<file path="config.mk">
export PLATFORM = sky130hd
export DESIGN_NAME = ascon_word_packer_flat
export DESIGN_NICKNAME = d
export VERILOG_FILES = /design/src/rtl/ascon_word_packer_pkg.sv /design/src/rtl/ascon_word_packer_if.sv /design/src/rtl/ascon_sat_counter.sv /design/src/rtl/ascon_word_packer.sv /design/src/flat_wrapper.sv
export SDC_FILE = /design/constraint.sdc
export NUM_CORES = 1
export LEC_CHECK = 0
export ABC_AREA = 1
export CAP_MARGIN = 10
export CORE_MARGIN = 3
export CORE_UTILIZATION = 43
export CTS_BUF_LIST = sky130_fd_sc_hd__clkbuf_16
export DETAILED_ROUTE_END_ITERATION = 16
export PLACE_DENSITY = 0.81
export SYNTH_ARGS = -nofsm -noshare
export SYNTH_HDL_FRONTEND = slang
export SYNTH_HIERARCHICAL = 1
export SYNTH_SLANG_ARGS = --single-unit
</file>
<file path="constraint.sdc">
create_clock -name clk -period 2.9 [get_ports clk]
set_input_delay 0.725 -clock clk [delete_from_list [all_inputs] [get_ports clk]]
set_output_delay 0.725 -clock clk [all_outputs]
set_load 0.01 [all_outputs]
</file>
<file path="src/rtl/ascon_word_packer_pkg.sv">
// Shared types and constants for the Ascon word packer.
package ascon_word_packer_pkg;

    localparam int unsigned BLOCK_WIDTH = 64;

    typedef logic [31:0] u32_t;
    typedef logic [63:0] u64_t;

    typedef enum logic [1:0] {
        PK_IDLE,
        PK_HALF,
        PK_FULL
    } packer_state_e;

    localparam logic DEST_AD = 1'b0;
    localparam logic DEST_PT = 1'b1;

    // Byte 0 of the bus word becomes the most significant byte.
    function automatic u32_t bswap32(input u32_t w);
        return {w[7:0], w[15:8], w[23:16], w[31:24]};
    endfunction

endpackage

</file>
<file path="src/rtl/ascon_word_packer_if.sv">
// Word-stream handshake bundle between the subsystem bus and the packer.
interface ascon_word_packer_if #(
    parameter int unsigned WORD_WIDTH = 32
);
    logic                  word_valid_i;
    logic                  word_ready_o;
    logic [WORD_WIDTH-1:0] word_i;
    logic                  word_sel_i;
    logic                  word_last_i;

    modport master (
        output word_valid_i, word_i, word_sel_i, word_last_i,
        input  word_ready_o
    );

    modport slave (
        input  word_valid_i, word_i, word_sel_i, word_last_i,
        output word_ready_o
    );
endinterface

</file>
<file path="src/rtl/ascon_sat_counter.sv">
// Saturating up-counter with synchronous clear; holds at all-ones.
module ascon_sat_counter #(
    parameter int unsigned WIDTH = 7
) (
    input  logic             clk,
    input  logic             rst,
    input  logic             clr_i,
    input  logic             inc_i,
    output logic [WIDTH-1:0] cnt_o
);

    logic [WIDTH-1:0] r_cnt;

    always_ff @(posedge clk or posedge rst) begin
        if (rst) begin
            r_cnt <= '0;
        end else if (clr_i) begin
            r_cnt <= '0;
        end else if (inc_i && (r_cnt != {WIDTH{1'b1}})) begin
            r_cnt <= r_cnt + 1'b1;
        end
    end

    assign cnt_o = r_cnt;

endmodule

</file>
<file path="src/rtl/ascon_word_packer.sv">
// Packs 32-bit bus words into 64-bit blocks for the Ascon AD/PT FIFOs.
// Build option: define ASCON_PACKER_BSWAP_EN to byte-reverse each input word.
module ascon_word_packer
    import ascon_word_packer_pkg::*;
#(
    parameter int unsigned DATA_AW    = 7,
    parameter int unsigned WORD_WIDTH = 32
) (
    input  logic                     clk,
    input  logic                     rst,
    input  logic                     flush_i,
    ascon_word_packer_if.slave       bus,
    output logic                     ad_push_o,
    output logic [BLOCK_WIDTH-1:0]   ad_o,
    input  logic                     ad_full_i,
    output logic                     pt_push_o,
    output logic [BLOCK_WIDTH-1:0]   pt_o,
    input  logic                     pt_full_i,
    output logic [DATA_AW-1:0]       ad_cnt_o,
    output logic [DATA_AW-1:0]       pt_cnt_o,
    output logic                     last_done_o
);

    packer_state_e         r_state;
    u64_t                  r_block;
    logic                  r_dest;
    logic                  r_last;
    logic                  r_last_done;

    logic [WORD_WIDTH-1:0] w_word;
    logic                  w_sel_full;
    logic                  w_push;
    logic                  w_xfer;

`ifdef ASCON_PACKER_BSWAP_EN
    assign w_word = bswap32(bus.word_i);
`else
    assign w_word = bus.word_i;
`endif

    // Only the latched destination's full flag matters.
    assign w_sel_full       = (r_dest == DEST_PT) ? pt_full_i : ad_full_i;
    assign w_push           = (r_state == PK_FULL) && !w_sel_full && !flush_i;
    assign bus.word_ready_o = (r_state != PK_FULL) && !flush_i && !rst;
    assign w_xfer           = bus.word_valid_i && bus.word_ready_o;

    assign ad_push_o   = w_push && (r_dest == DEST_AD);
    assign pt_push_o   = w_push && (r_dest == DEST_PT);
    assign ad_o        = r_block;
    assign pt_o        = r_block;
    assign last_done_o = r_last_done;

    always_ff @(posedge clk or posedge rst) begin
        if (rst) begin
            r_state     <= PK_IDLE;
            r_block     <= '0;
            r_dest      <= DEST_AD;
            r_last      <= 1'b0;
            r_last_done <= 1'b0;
        end else if (flush_i) begin
            r_state     <= PK_IDLE;
            r_block     <= '0;
            r_dest      <= DEST_AD;
            r_last      <= 1'b0;
            r_last_done <= 1'b0;
        end else begin
            r_last_done <= w_push && r_last;
            case (r_state)
                PK_IDLE: begin
                    if (w_xfer) begin
                        r_block[63:32] <= w_word;
                        r_dest         <= bus.word_sel_i;
                        r_last         <= bus.word_last_i;
                        if (bus.word_last_i) begin
                            r_block[31:0] <= '0;
                            r_state       <= PK_FULL;
                        end else begin
                            r_state <= PK_HALF;
                        end
                    end
                end
                PK_HALF: begin
                    if (w_xfer) begin
                        r_block[31:0] <= w_word;
                        r_last        <= bus.word_last_i;
                        r_state       <= PK_FULL;
                    end
                end
                PK_FULL: begin
                    if (w_push) begin
                        r_state <= PK_IDLE;
                    end
                end
                default: r_state <= PK_IDLE;
            endcase
        end
    end

    ascon_sat_counter #(
        .WIDTH (DATA_AW)
    ) u_ad_cnt (
        .clk   (clk),
        .rst   (rst),
        .clr_i (flush_i),
        .inc_i (ad_push_o),
        .cnt_o (ad_cnt_o)
    );

    ascon_sat_counter #(
        .WIDTH (DATA_AW)
    ) u_pt_cnt (
        .clk   (clk),
        .rst   (rst),
        .clr_i (flush_i),
        .inc_i (pt_push_o),
        .cnt_o (pt_cnt_o)
    );

endmodule

</file>
<file path="src/flat_wrapper.sv">
// flat-port wrapper written by rule: the top's interface ports become plain ports
module ascon_word_packer_flat import ascon_word_packer_pkg::*;
#(
    parameter int unsigned DATA_AW    = 7,
    parameter int unsigned WORD_WIDTH = 32
)
  (clk, rst, flush_i, ad_push_o, ad_o, ad_full_i, pt_push_o, pt_o, pt_full_i, ad_cnt_o, pt_cnt_o, last_done_o, bus_word_valid_i, bus_word_i, bus_word_sel_i, bus_word_last_i, bus_word_ready_o);
  ascon_word_packer_if #(.WORD_WIDTH(WORD_WIDTH)) bus_i ();
  input  logic clk;
  input  logic rst;
  input  logic flush_i;
  output logic ad_push_o;
  output logic [BLOCK_WIDTH-1:0] ad_o;
  input  logic ad_full_i;
  output logic pt_push_o;
  output logic [BLOCK_WIDTH-1:0] pt_o;
  input  logic pt_full_i;
  output logic [DATA_AW-1:0] ad_cnt_o;
  output logic [DATA_AW-1:0] pt_cnt_o;
  output logic last_done_o;
  input wire logic [$bits(bus_i.word_valid_i)-1:0] bus_word_valid_i;
  input wire logic [$bits(bus_i.word_i)-1:0] bus_word_i;
  input wire logic [$bits(bus_i.word_sel_i)-1:0] bus_word_sel_i;
  input wire logic [$bits(bus_i.word_last_i)-1:0] bus_word_last_i;
  output wire logic [$bits(bus_i.word_ready_o)-1:0] bus_word_ready_o;
  assign bus_i.word_valid_i = bus_word_valid_i;
  assign bus_i.word_i = bus_word_i;
  assign bus_i.word_sel_i = bus_word_sel_i;
  assign bus_i.word_last_i = bus_word_last_i;
  assign bus_word_ready_o = bus_i.word_ready_o;
  ascon_word_packer #(.DATA_AW(DATA_AW), .WORD_WIDTH(WORD_WIDTH)) u_core (.clk(clk), .rst(rst), .flush_i(flush_i), .bus(bus_i), .ad_push_o(ad_push_o), .ad_o(ad_o), .ad_full_i(ad_full_i), .pt_push_o(pt_push_o), .pt_o(pt_o), .pt_full_i(pt_full_i), .ad_cnt_o(ad_cnt_o), .pt_cnt_o(pt_cnt_o), .last_done_o(last_done_o));
endmodule
</file>
# --- Word-level counts from Yosys, hierarchy flattened ---
# Index checks and enable logic that the tools add are counted.
word_totals:
  word_cells: 69
  register_bits: 83
  out_inout_bits: 146
classes:
  n_eq_ne: 9
  bitwise_logic: 1
  addsub: 2
  reduce_logical: 25
  mux: 24
op_table:
  columns: ["cell", "count"]
  rows:
  - ["two-way mux 64 bit", 2]
  - ["two-way mux 32 bit", 3]
  - ["one-hot mux 32 bit (2 select lines)", 1]
  - ["two-way mux 7 bit", 4]
  - ["adder 7 x 1 -> 7 bit, second input constant", 2]
  - ["!= test 7 bit, second input constant", 2]
  - ["logical AND 1 bit", 10]
  - ["two-way mux 2 bit", 5]
  - ["nonzero test 2 bit", 5]
  - ["!= test 3 x 2 -> 1 bit, second input constant", 3]
  - ["two-way mux 1 bit", 8]
  - ["one-hot mux 2 bit (3 select lines)", 1]
  - ["AND reduction 2 bit", 2]
  - ["AND reduction 4 bit", 1]
  - ["zero test 1 bit", 3]
  - ["!= test 3 bit, second input constant", 1]
  - ["AND reduction 3 bit", 1]
  - ["nonzero test 3 bit", 1]
  - ["== test 2 x 1 -> 1 bit, second input constant", 1]
  - ["== test 2 bit, second input constant", 1]
  - ["zero test 2 bit", 1]
  - ["!= test 2 bit, second input constant", 1]
  - ["OR reduction 2 bit", 1]
  - ["NOT 1 bit", 1]

# --- Logic depth before layout (Yosys ltp) ---
logic_depth:
  depth_word: 8
  mapped_depth: 9
  depth_no_buf: 9

# --- By module ---
# Netlist, hierarchy kept.
modules_own_cells:
  columns: ["module", "area_per_inst_um2", "instances", "cells_each", "seq_area_each_um2"]
  rows:
  - ["ascon_word_packer", 3587.2, 1, 422, 1726.7]
  - ["ascon_sat_counter", 427.9, 2, 58, 175.2]

# --- Worst setup path before layout ---
# No wires, ideal clock.
synth_path:
  kind: "input to output"
  from: "input port flush_i"
  to: "output port ad_push_o"
  arrival_ns: 1.459
  stages: 4
  required_time_ns: 2.175
  slack_ns: 0.716
  cell_sequence: "inv_2 buf_2 nand4_1 nor2_1"
synth_between:
  elab_chain_len: 3
synth_rtl:
  columns: ["item", "line_no", "source"]
  rows:
  - ["from (decl)", "flat_wrapper.sv:11", "input logic flush_i;"]
  - ["zero test 1 bit", "ascon_word_packer.sv:43", "assign w_push = (r_state == PK_FULL) && !w_sel_full && !flush_i;"]
  - ["logical AND 1 bit", "ascon_word_packer.sv:43", null]
  - ["logical AND 1 bit", "ascon_word_packer.sv:47", "assign ad_push_o = w_push && (r_dest == DEST_AD);"]
  - ["to (decl)", "flat_wrapper.sv:12", "output logic ad_push_o;"]
# No other way between the ends.

# --- Final worst setup path ---
layout_path:
  from: "input port flush_i"
  to: "output port pt_push_o"
layout_between:
  elab_chain_len: 3
layout_rtl:
  columns: ["item", "line_no", "source"]
  rows:
  - ["zero test 1 bit", "ascon_word_packer.sv:43", null]
  - ["logical AND 1 bit", "ascon_word_packer.sv:43", null]
  - ["logical AND 1 bit", "ascon_word_packer.sv:48", "assign pt_push_o = w_push && (r_dest == DEST_PT);"]
  - ["to (decl)", "flat_wrapper.sv:15", "output logic pt_push_o;"]
# No other way between the ends.

==> results.json <==
{
  "final_common_cell": "clkdlybuf4s50_1",
  "avgSynthCellArea_um2": 8.26,
  "reg2reg_depth": 10,
  "synth_top_cell_by_area": "dfrtp_1",
  "holdPathStages": 2,
  "nets": 698,
  "power_uw": 2900,
  "first_pass_iters": 5,
  "drt_wl_total_um": 11900,
  "cellPowerDensity_nw_per_um2": 467,
  "min_path_type": "reg -> reg",
  "numCtsBuffers": 9,
  "maxSlewHeadroom": 0.531,
  "via_per_inst": 5.03,
  "fin_area_um2": 6200,
  "rr_endpoint": "u_core/u_pt_cnt/cnt_o[1]",
  "place_area_um2": 5890,
  "max_freq_mhz": 376,
  "hold-worst-slack_ps": 496,
  "power_frac_clock": 0.411,
  "grt_pass1_vias": 3870,
  "cts_tree": "yes",
  "synth_cells": 538,
  "r2r-start": "u_core/r_state[0]",
  "route.vias.total": 3997,
  "start_util": 0.448,
  "rsz0062_at_grt": "no",
  "final.setup.worst_slack_ps": 241,
  "synthDominantCellAreaShare": 0.467,
  "p_sw_frac": 0.251,
  "place_ws_ps": -71.3,
  "worstSetupStartpointType": "input pin",
  "p_comb_frac": 0.162,
  "synthesis.area_um2": 4440,
  "detailed_place_hpwl_um": 8650,
  "yosysSeqAreaShare": 0.467,
  "clock_latency_ps": 330,
  "rrSetupSlack_ps": 1010,
  "diodes": 0,
  "ant_nets": 0,
  "pwr-share-seq": 0.427,
  "dieArea_um2": 11600,
  "htreeDepth": 3,
  "layout-drive-gt1-share": 0.0651,
  "grt_pass1_wl_um": 19300,
  "dp_cells": 778,
  "clk_path_buf_depth": 2,
  "cp.arrival_ps": 1930,
  "crit_path_end_kind": "primary output",
  "holdPathEnd": "u_core/ad_o[18]",
  "cts_root_buf": "clkbuf_16",
  "synthTopCellsByArea": "dfrtp_1 (47%), buf_4 (11%), nand2_1 (11%), nand3_1 (11%), nor2_1 (4.0%)",
  "report.final.slew_viol_count": 0,
  "critical_path_class": "in -> out",
  "nFillCells": 848,
  "area_growth_pct": 39.6,
  "peakVddDrop_mv": 0.226,
  "intPower_uw": 2170,
  "clkTransAtPathRegs_ps": 60,
  "grt_use_total": 0.209,
  "overflow": 0,
  "period_needed_ps": 2660,
  "period_share": 0.917,
  "mostFrequentLayoutCells": "clkdlybuf4s50_1 (182), nand2_1 (131), nand3_1 (97)",
  "p_sw_uw": 727,
  "synth_seq_cells": 83,
  "place.gp.congestion": 0.819,
  "fp.dieH_um": 108,
  "antenna_found_initial": 0,
  "post-cts-setup-buffers": 0,
  "stdcell_count": 794,
  "maxCapViolCount": 0,
  "portBuffers": 185,
  "row_count": 36,
  "route.detailed.drc": 0,
  "path_max_fanout": 3,
  "fin_skew_ps": 6.61,
  "die_w_um": 108,
  "finalSetupViolations": 0,
  "core_um2": 9910,
  "required_ps": 2170,
  "cellLeakagePower_uw": 0.00285,
  "drt_iter0_markers": 222,
  "tightest_slew_ps": 703,
  "status": "complete, no violations",
  "syn_nets": 580,
  "io_pins": 186,
  "clock_sinks": 83,
  "grt_max_degree": 70,
  "hp-start": "u_core/ad_o[18]",
  "wl_per_cell_um": 15.0,
  "finalHoldViolCount": 0,
  "synth_cell_types": 26,
  "ys.warnings.count": 6
}
## area by class of cell
class,count,area (um^2),share of cell area
well taps,133,166,0.0268
clock inverters,7,85.1,0.0137
inverters,27,101,0.0163
repair buffers,199,1970,0.317
clock buffers,9,225,0.0363
flip-flops and latches,83,2080,0.335
multi-input cells,336,1580,0.255
## cell usage after synthesis (all sizes together)
library cell and instances:
nand3 100, ha 2, clkbuf 2, nor3 3, nand3b 1, buf 90
o21a 2, inv 27, o21bai 2, dfrtp 83, o21ai 37, nor2 50
nand2 133, nand4 6
## flip-flops by register name, indices dropped and copies added (netlist names)
signal and count:
u_core/u_ad_cnt/cnt_o 7, u_core/r_state 2, u_core/r_dest 1, u_core/last_done_o 1
u_core/ad_o 64, u_core/r_last 1, u_core/u_pt_cnt/cnt_o 7
## cells by family (layout without fill, tap and decap cells)
kind of cell / count (synthesis) / after routing / synth area share
buffers and inverters: 119 / 242 / 0.179
flip-flops: 83 / 83 / 0.467
AND/OR/NAND/NOR: 293 / 293 / 0.292
adder cells (fa/ha/maj): 2 / 2 / 0.00563
AO/OA/AOI/OAI: 41 / 41 / 0.0560
## per-stage QoR
step	util	TNS (ps)
floorplan	-	0
global placement	0.595	-63.6
detailed placement	0.595	-74.8
CTS	0.626	0
global route	0.626	0
finish	0.626	0
## how the worst max path moves through the flow
stage | start | endpoint | slack (ps) | cells after the start
floorplan | rst | u_core/ad_o[0] | 440 | 1
global placement | flush_i | pt_push_o | -60 | 5
detailed placement | flush_i | pt_push_o | -70 | 5
CTS | flush_i | pt_push_o | 240 | 5
global route | flush_i | pt_push_o | 200 | 5
finish | flush_i | pt_push_o | 240 | 5
## what timing repair did
item | 4_1_cts | 5_1_grt
hold buffers | 0 | 0
resized for setup | 4 | 0
setup endpoints to repair | 2 | 0
## layer usage
metal	wire, um	track usage	up-vias
met5	0	0	-
met4	128	0.0721	0
met3	878	0.0378	11
met2	5920	0.359	179
met1	5010	0.263	1890
li1	-	-	1917
## power by group through the flow
stage	combinational, uW	clock, uW	sequential [uW]
5_1_grt	511	1260	1240
3_3_place_gp	468	0	1260
2_1_floorplan	260	0	1270
4_1_cts	475	1220	1240
6_report	469	1190	1240
3_5_place_dp	474	0	1260
## worst max-delay path: stages
cell and delay, ps:
clkdlybuf4s50_1 460, inv_2 80, nand4_1 150, nor2_2 230
dlygate4sd2_1 300
No activity file was read; power rests on OpenSTA's default activity.
